[src/rtl/mem_sp_arbiter.sv]
`timescale 1ns/1ps
// Arbitrates fetch and load/store onto one single-port sync memory; data wins unless fetch has starved.
// Latency: grant is combinational, response valid exactly one cycle later; responses have no backpressure.
module mem_sp_arbiter #(
    parameter int ADDR_WIDTH = 11,
    parameter int DATA_WIDTH = 64,
    parameter int DATA_BYTES = DATA_WIDTH / 8,
    parameter int STARVE_MAX = 4
) (
    input  logic                  clk,
    input  logic                  rst_n,

    input  logic                  if_req,
    input  logic [ADDR_WIDTH-1:0] if_addr,
    output logic                  if_gnt,
    output logic                  if_rvalid,
    output logic [DATA_WIDTH-1:0] if_rdata,

    input  logic                  d_req,
    input  logic [ADDR_WIDTH-1:0] d_addr,
    input  logic [DATA_WIDTH-1:0] d_wdata,
    input  logic [DATA_BYTES-1:0] d_wen,
    output logic                  d_gnt,
    output logic                  d_rvalid,
    output logic [DATA_WIDTH-1:0] d_rdata,

    output logic [ADDR_WIDTH-1:0] mem_addr,
    output logic [DATA_WIDTH-1:0] mem_wdata,
    output logic [DATA_BYTES-1:0] mem_wen,
    input  logic [DATA_WIDTH-1:0] mem_rdata
);

    localparam int CW = $clog2(STARVE_MAX + 1);

    logic [CW-1:0] starve_cnt;
    logic          fetch_pri;

    assign fetch_pri = (starve_cnt == CW'(STARVE_MAX));

    // Grants are gated by rst_n so nothing reaches the memory while in reset.
    always_comb begin
        d_gnt  = 1'b0;
        if_gnt = 1'b0;
        if (rst_n) begin
            if (d_req && !(fetch_pri && if_req)) begin
                d_gnt = 1'b1;
            end else if (if_req) begin
                if_gnt = 1'b1;
            end
        end
    end

    always_comb begin
        mem_addr  = '0;
        mem_wdata = '0;
        mem_wen   = '0;
        if (d_gnt) begin
            mem_addr  = d_addr;
            mem_wdata = d_wdata;
            mem_wen   = d_wen;
        end else if (if_gnt) begin
            mem_addr  = if_addr;
        end
    end

    // Both ports see the memory output; the matching rvalid qualifies it.
    assign if_rdata = mem_rdata;
    assign d_rdata  = mem_rdata;

    always_ff @(posedge clk or negedge rst_n) begin
        if (!rst_n) begin
            if_rvalid  <= 1'b0;
            d_rvalid   <= 1'b0;
            starve_cnt <= '0;
        end else begin
            if_rvalid <= if_gnt;
            d_rvalid  <= d_gnt;
            if (!if_req || if_gnt) begin
                starve_cnt <= '0;
            end else if (!fetch_pri) begin
                starve_cnt <= starve_cnt + CW'(1);
            end
        end
    end

endmodule

[config.mk]
export PLATFORM = sky130hd
export DESIGN_NAME = mem_sp_arbiter
export DESIGN_NICKNAME = d
export VERILOG_FILES = /design/src/rtl/mem_sp_arbiter.sv
export SDC_FILE = /design/constraint.sdc
export NUM_CORES = 1
export LEC_CHECK = 0
export CORE_AREA = 2 2 147 149
export CTS_BUF_LIST = sky130_fd_sc_hd__clkbuf_8
export DETAILED_ROUTE_END_ITERATION = 8
export DIE_AREA = 0 0 149 151
export SLEW_MARGIN = 20
export SYNTH_ARGS = -nofsm -noshare
export SYNTH_HDL_FRONTEND = slang
export SYNTH_SLANG_ARGS = --single-unit
[constraint.sdc]
create_clock -name clk -period 1.49 [get_ports clk]
set_input_delay 0.149 -clock clk [delete_from_list [all_inputs] [get_ports clk]]
set_output_delay 0.149 -clock clk [all_outputs]
set_load 0.005 [all_outputs]
======== Yosys cells after proc, flatten, opt, wreduce, memory -nomap -nowiden ========
Index checks and enable logic that the tools add are counted.
word-level totals
  logic and storage cells ................. 22
  input port bits ......................... 162
  flip-flop bits (word level) ............. 5
operators by class
  eq/ne operators ......................... 2
  reductions and logical operators ........ 5
  muxes and demuxes ....................... 11
  $add $sub $neg .......................... 1
operators with widths
  kind                   count
  $mux W64               1
  $mux W11               2
  $mux W8                1
  $mux W3                2
  $mux W1                5
  $add A3 B1 Y3 const B  1
  $eq A3 B3 Y1 const B   1
  $logic_and A1 B1 Y1    2
  $logic_not A1 Y1       2
  $ne A2 B1 Y1 const B   1
  $logic_or A1 B1 Y1     1

======== Logic depth before layout (Yosys ltp) ========
Gate-level depths: netlist (run 1).
  depth after elaboration ................. 8
  gate-level depth with buffers ........... 6
  depth with buffers taken out ............ 5

======== Worst setup path before layout (run 1) ========
No wires, ideal clock.
  path kind ............................... register to output
  from .................................... register starve_cnt[0]
  to ...................................... output mem_addr[1]
  path slack .............................. 57 ps
  stages on the path, launching flop included .. 7
  arrival time ............................ 1284 ps
  required time ........................... 1341 ps
  cells stage by stage .................... dfrtp_1 -> inv_1 -> ha_1 -> nand2_1 -> a21oi_1 -> buf_4 -> a22o_1
between the ends
  word-level cells in the longest chain between the ends .. 8
RTL lines
  element                 line  source
  from (decl)             35    logic [CW-1:0] starve_cnt;
  from (signal assigned)  81    starve_cnt <= starve_cnt + CW'(1);
  $eq A3 B3 Y1            38    assign fetch_pri = (starve_cnt == CW'(STARVE_MAX));
  $logic_and A1 B1 Y1     45    if (d_req && !(fetch_pri && if_req)) begin
  $logic_not A1 Y1        45
  $logic_and A1 B1 Y1     45
  $mux W1                 45
  $mux W1                 44    if (rst_n) begin
  via if_gnt              15    output logic if_gnt,
  $mux W11                61    end else if (if_gnt) begin
  $mux W11                57    if (d_gnt) begin
  to (decl)               27    output logic [ADDR_WIDTH-1:0] mem_addr,
The timed path passes the listed nets, and every way through them passes these cells.

======== Worst setup path in the final report (run 1) ========
  from .................................... register starve_cnt[0]
  to ...................................... output mem_wdata[34]
between the ends
  word-level cells in the longest chain between the ends .. 7
RTL lines
  element              line  source
  $eq A3 B3 Y1         38
  $logic_and A1 B1 Y1  45
  $logic_not A1 Y1     45
  $logic_and A1 B1 Y1  45
  $mux W1              45
  $mux W1              44
  $mux W64             57
  to (decl)            28    output logic [DATA_WIDTH-1:0] mem_wdata,
No other way between the ends.

==> metrics.txt, run 1 <==
status=finished with violations; RSZ-0062 raised after global routing=yes; initial antenna violation count=4; Main synth FF type=dfrtp_1; All-Layer GR Usage=0.08567; hold_buf cts=0; FILL cells=approximately 2,300; wire per inst=17.17 um; final RePlAce weighted congestion=0.6402; Reg2Reg Capture Point=starve_cnt[1]; syn avg cell area=7.431 um^2; vias in the first global route=1,941; Worst Setup End Kind=output port; clk buf depth=2; min-delay src=mem_rdata[47]; Max Fclk=approximately 530 MHz; worst vdd ir=0.0001836 V; max cap viols=0; Worst slew margin=0.8561; Pleak=1.708 nW; share of layout cells above drive strength 1=0.5913; Detailed Route WL=10,680 um; DRT iter0 DRCs=20; FF-to-FF setup slack=0.10 ns; CTS root buf=clkbuf_8; HPWL after DPL=8148 um; r2r startpoint=starve_cnt[0]; area share of the largest cell type after synthesis=0.5361; cell count after synthesis=approximately 250; worst hold slack=approximately 0.3 ns; total CTS buffers=3; multi-input combinational cell area=855.8 um^2; placed cell area=3153 um^2; Sink Count=5; Die Wd=149 um; PortBufs=184; Clock Latency Late Sink=0.22 ns; drt pass-1 iters=3; initial core utilization=0.08743; via count=1,907; post-route ant nets=0; Yosys top cell by area=buf_4; Final Cycle Share=1.270; total grt overflow=0; failing checks=negative setup slack; Finished Layout Cells=~620; Avg Vias per Cell=3.066; DRC violations left=0; synthesis-stage register bit count=5; first-pass GRT wire length=13,410 um; WHS Endpoint=d_rdata[47]; die area=22,500 um^2; Syn Nets=409; critical path peak fanout=7; Worst-path clk slew=0.03 ns; Yosys Warn Count=0; Yosys cell types=15; number of synthesized flops with an enable pin=0; fin area=3849 um^2; endpoints failing hold=0; fin nets=slightly above 500; # IOs=377; row count=53; fin crit period=1.892 ns; Overall Power=about 1.3 mW; Synth async-reset ratio=1.000; Reg2Reg Depth=6; post-synthesis sequential area ratio=0.06873; H-tree depth=1; Final setup viols=85; startpoint types=register; skew final=0.001061 ns; worst path required time=1.34 ns; Area Growth Syn to Fin=111.4%; Die Span Y=151 um; Core Area=roughly 21,000 um^2; hold crit path type=in -> out; Pins Over Slew Limit=0; worst slew pin tran=0.2158 ns; kind of critical path=reg -> out; Seq. cell area=around 130 um^2; worst setup margin=-0.4023 ns; Synth area leaders=buf_4 (54%), and2_1 (25%), dfrtp_1 (6.9%); CTS tree=yes; count leader, synth=buf_4; power per cell area=between 300 and 400 nW/um^2; Synth top cells by count=buf_4 (130), and2_1 (72), a22o_1 (11), buf_2 (8), dfrtp_1 (5); CP arrival=roughly 1.7 ns; synthesized area=~1800 um^2; Cells after DPL=581; pin count of the biggest net entering global routing=17; hold-critical path depth=0
-- cell type report --
type	count	area share
diodes	2	0.001300
inverters	3	0.002926
repair buffers	234	0.6398
multi-input cells	99	0.2224
clock buffers	3	0.01073
well taps	275	0.08940
flip-flops and latches	5	0.03251
clock inverters	1	0.0009753
-- through the flow --
step / setup TNS, ns / utilization / setup slack [ns]
floorplan: 0 / - / 0.05718
detailed placement: -45.08 / 0.1514 / -0.5931
global placement: -43.84 / 0.1514 / -0.5778
global route: -29.12 / 0.1846 / -0.4751
CTS: -27.98 / 0.1821 / -0.5165
finish: -22.32 / 0.1848 / -0.4023
-- how the worst max path moves through the flow --
| stage | from | end | slack [ns] | cells after the start |
|---|---|---|---|---|
| CTS | starve_cnt[0] | mem_addr[5] | -0.52 | 10 |
| floorplan | starve_cnt[0] | mem_addr[1] | 0.06 | 6 |
| finish | starve_cnt[0] | mem_wdata[34] | -0.40 | 9 |
| detailed placement | rst_n | mem_addr[5] | -0.59 | 6 |
| global placement | starve_cnt[0] | mem_addr[1] | -0.58 | 7 |
| global route | starve_cnt[0] | mem_wdata[40] | -0.48 | 9 |
-- flip-flops by register name (all words and copies together), names as in the netlist --
register	count
starve_cnt	3
if_rvalid	1
d_rvalid	1
-- placed cells by master, fill, tap and decap left out, drive strengths merged --
cell type / Yosys / layout
a21oi: 2 / 2
clkbuf: 0 / 11
dfrtp: 5 / 5
clkdlybuf4s50: 0 / 99
buf: 138 / 127
a22o: 11 / 11
o221ai: 1 / 1
or3: 2 / 2
inv: 3 / 4
nand2: 3 / 3
a21boi: 2 / 2
and2: 72 / 72
diode: 0 / 2
ha: 2 / 2
mux2: 1 / 1
a31oi: 1 / 1
o211ai: 2 / 2
-- what timing repair did --
item | 4_1_cts | 5_1_grt
cloned | 5 | 1
setup endpoints to repair | 87 | 87
pin swaps | 34 | 37
setup buffers | 29 | 7
gates resized for setup | 401 | 93
-- power breakdown --
part	switching, mW	internal [mW]
Combinational	0.267	0.646
Clock	0.0639	0.176
Sequential	0.00455	0.144
Total	0.336	0.967
-- cell families after synthesis --
kind of cell             after synthesis  synth area share
flip-flops                             5           0.06873
multiplexers                           1          0.006185
AND/OR/NAND/NOR                       77            0.2605
AO/OA/AOI/OAI                         19           0.08659
buffers and inverters                141            0.5643
adder cells (fa/ha/maj)                2           0.01374
-- worst max-delay path, stage by stage (launching register included) --
cell	delay (ns)
dfrtp_1	0.38
inv_2	0.09
ha_4	0.17
a31oi_4	0.09
buf_12	0.17
buf_12	0.14
buf_8	0.13
buf_6	0.10
and2_4	0.14
buf_6	0.11
-- per-layer routing --
| layer | GRT usage | routed length (um) | vias up |
|---|---|---|---|
| li1 | - | - | 838 |
| met1 | 0.08891 | 3650 | 811 |
| met2 | 0.1364 | 4816 | 183 |
| met3 | 0.04819 | 1599 | 71 |
| met4 | 0.04952 | 584 | 4 |
| met5 | 0 | 26 | - |
No activity file was read; power rests on OpenSTA's default activity.
==> inputs of run 2 (changes only) <==
--- a/config.mk
+++ b/config.mk
@@ -9,7 +9,6 @@
 export CTS_BUF_LIST = sky130_fd_sc_hd__clkbuf_8
 export DETAILED_ROUTE_END_ITERATION = 8
 export DIE_AREA = 0 0 149 151
-export SLEW_MARGIN = 20
 export SYNTH_ARGS = -nofsm -noshare
 export SYNTH_HDL_FRONTEND = slang
 export SYNTH_SLANG_ARGS = --single-unit
==> results of run 2 <==
The final DEF is identical to that of run 1; final timing and power are the same.
==> inputs of run 3 (changes only) <==
==> constraint.sdc (replaced) <==
create_clock -name clk -period 1.75 [get_ports clk]
set_input_delay 0.175 -clock clk [delete_from_list [all_inputs] [get_ports clk]]
set_output_delay 0.175 -clock clk [all_outputs]
set_load 0.005 [all_outputs]
==> metrics.txt, run 3 (synthesis gave the netlist of run 1 again) <==
Final setup viols=76 (-11%); final RePlAce weighted congestion=0.6428 (+0.41%); status=finished with violations; worst setup margin=-0.1364 ns (+0.2660 ns); Pins Over Slew Limit=0 (unchanged); worst slew pin tran=0.1959 ns (-0.01997 ns); die area=22,500 um^2 (unchanged); Overall Power=1.052 mW (-19%); Detailed Route WL=10,650 um (-0.24%); initial core utilization=0.08743 (unchanged); vias in the first global route=1,910 (-1.6%); failing checks=negative setup slack; wire per inst=17.35 um (+1.1%); clk buf depth=2 (unchanged); kind of critical path=reg -> out; Clk network pwr share=0.194 (+0.010); CTS root buf=clkbuf_8; Area Growth Syn to Fin=98.01%; Top reg by flops=starve_cnt; DP Worst Slack=-0.3891 ns (+0.2040 ns); most common cell after layout, fill and taps aside=clkdlybuf4s50_1; Psw=0.2758 mW (-18%); fin nets=503 (-1.4%); r2r startpoint=starve_cnt[0]; Reg2Reg Depth=7 (+1); Finished Core Util=0.1731 (-0.01172); drt pass-1 iters=3 (unchanged); Pleak=1.621 nW (-5.1%); hold crit path type=in -> out; All-Layer GR Usage=0.08664 (+0.0009658); Worst slew margin=0.8683 (+0.01214); row count=53 (unchanged); Worst-path clk slew=0.03 ns (about the same); internal power=0.7761 mW (-20%); CTS tree=yes; pin count of the biggest net entering global routing=11 (-6); max cap viols=0 (unchanged); Final Cycle Share=1.078; worst vdd ir=0.0001599 V (-13%); worst hold slack=0.3500 ns (+0.05200 ns); total CTS buffers=3 (unchanged); fin crit period=1.886 ns; CP arrival=1.71 ns (-0.03 ns); Die Span Y=151 um (unchanged); Die Wd=149 um (unchanged); power per cell area=291.8 nW/um^2 (-14%); Reg2Reg Capture Point=starve_cnt[1]; HPWL after DPL=8103 um (-0.55%); Core Area=20,820 um^2 (unchanged); H-tree depth=1 (unchanged); Flop pwr share=0.120 (+0.006); total grt overflow=0 (unchanged); initial antenna violation count=4 (unchanged); PortBufs=184 (unchanged); Avg Vias per Cell=3.052 (-0.45%); commonest cells after routing, fill and taps aside=clkdlybuf4s50_1 (99), buf_6 (44), and2_4 (39); Sink Count=5 (unchanged); RSZ-0062 raised after global routing=yes; # IOs=377 (unchanged); share of layout cells above drive strength 1=0.5237 (-0.06764); sw frac=0.2622 (+0.004368); Max Fclk=530.1 MHz; Finished Layout Cells=614 (-1.3%); WHS Endpoint=d_rdata[47]; Top Registers=starve_cnt x3, d_rvalid x1, if_rvalid x1; Clock Latency Late Sink=0.22 ns (about the same); Logic pwr share=0.685 (-0.016); post-route ant nets=0 (unchanged); FILL cells=2,360 (+1.3%); Largest register FFs=3 (unchanged); Worst Setup End Kind=output port; DRC violations left=0 (unchanged); first-pass GRT wire length=13,440 um (+0.26%); FF-to-FF setup slack=0.23 ns (+0.13 ns); min-delay src=mem_rdata[47]; hold-critical path depth=0 (unchanged); Cells after DPL=581 (unchanged); DRT iter0 DRCs=33 (+65%); startpoint types=register; skew final=0.001248 ns (+0.0001871 ns); endpoints failing hold=0 (unchanged); worst path required time=1.57 ns (+0.23 ns); via count=1,874 (-1.7%); critical path peak fanout=7 (unchanged)
## run 3: area by class of cell
cell class	instances	area, um^2	area share
antenna	1	2.502	0.0006942
clock buffer	3	41.29	0.01145
clock inverter	1	3.754	0.001041
inverter	3	11.26	0.003124
multi-input combinational	99	805.8	0.2235
sequential	5	125.1	0.03471
tap	275	344.1	0.09545
timing repair buffer	227	2271	0.6300
## run 3: through the flow
step | setup TNS (ns) | area, um^2
finish | -4.085 | 3605
global route | -10.70 | 3602
CTS | -5.363 | 3523
detailed placement | -28.23 | 3153
global placement | -27.46 | 3153
floorplan | 0 | 1821
## run 3: power by group through the flow
stage          Clock [mW]  Combinational, mW  Sequential [mW]
2_1_floorplan           0              0.362            0.127
3_3_place_gp            0              0.583            0.127
3_5_place_dp            0              0.582            0.127
4_1_cts             0.210              0.712            0.127
5_1_grt             0.221              0.777            0.128
6_report            0.204              0.721            0.127
## run 3: worst max-delay path: stages, from the launching register on
cell     delay (ns)
dfrtp_1        0.37
inv_2          0.08
ha_4           0.15
a31oi_4        0.09
buf_12         0.16
buf_4          0.14
buf_12         0.13
buf_6          0.11
and2_1         0.14
buf_2          0.12
## run 3: routing by layer
layer / wire [um] / up-vias / global-route usage
li1: - / 824 / -
met1: 3772 / 785 / 0.09112
met2: 4644 / 184 / 0.1380
met3: 1601 / 75 / 0.04699
met4: 594 / 6 / 0.04952
met5: 38 / - / 0
## run 3: worst max-delay path by stage
stage	from	endpoint	slack [ns]	cells after the start
2_1_floorplan	starve_cnt[0]	mem_addr[1]	0.29	6
3_3_place_gp	d_req	mem_wdata[29]	-0.38	6
3_5_place_dp	rst_n	mem_wdata[29]	-0.39	6
4_1_cts	starve_cnt[1]	mem_addr[5]	-0.19	9
5_1_grt	starve_cnt[1]	mem_wdata[24]	-0.21	9
6_report	starve_cnt[0]	mem_wdata[27]	-0.14	9
## run 3: repair_timing
item                                    in CTS  in global routing
endpoints found under the setup margin      85                 85
hold buffers                                 0                  0
gates resized for setup                    396                 45
gates cloned                                 7                  1
setup buffers                               21                  3
pin swaps                                   19                 18
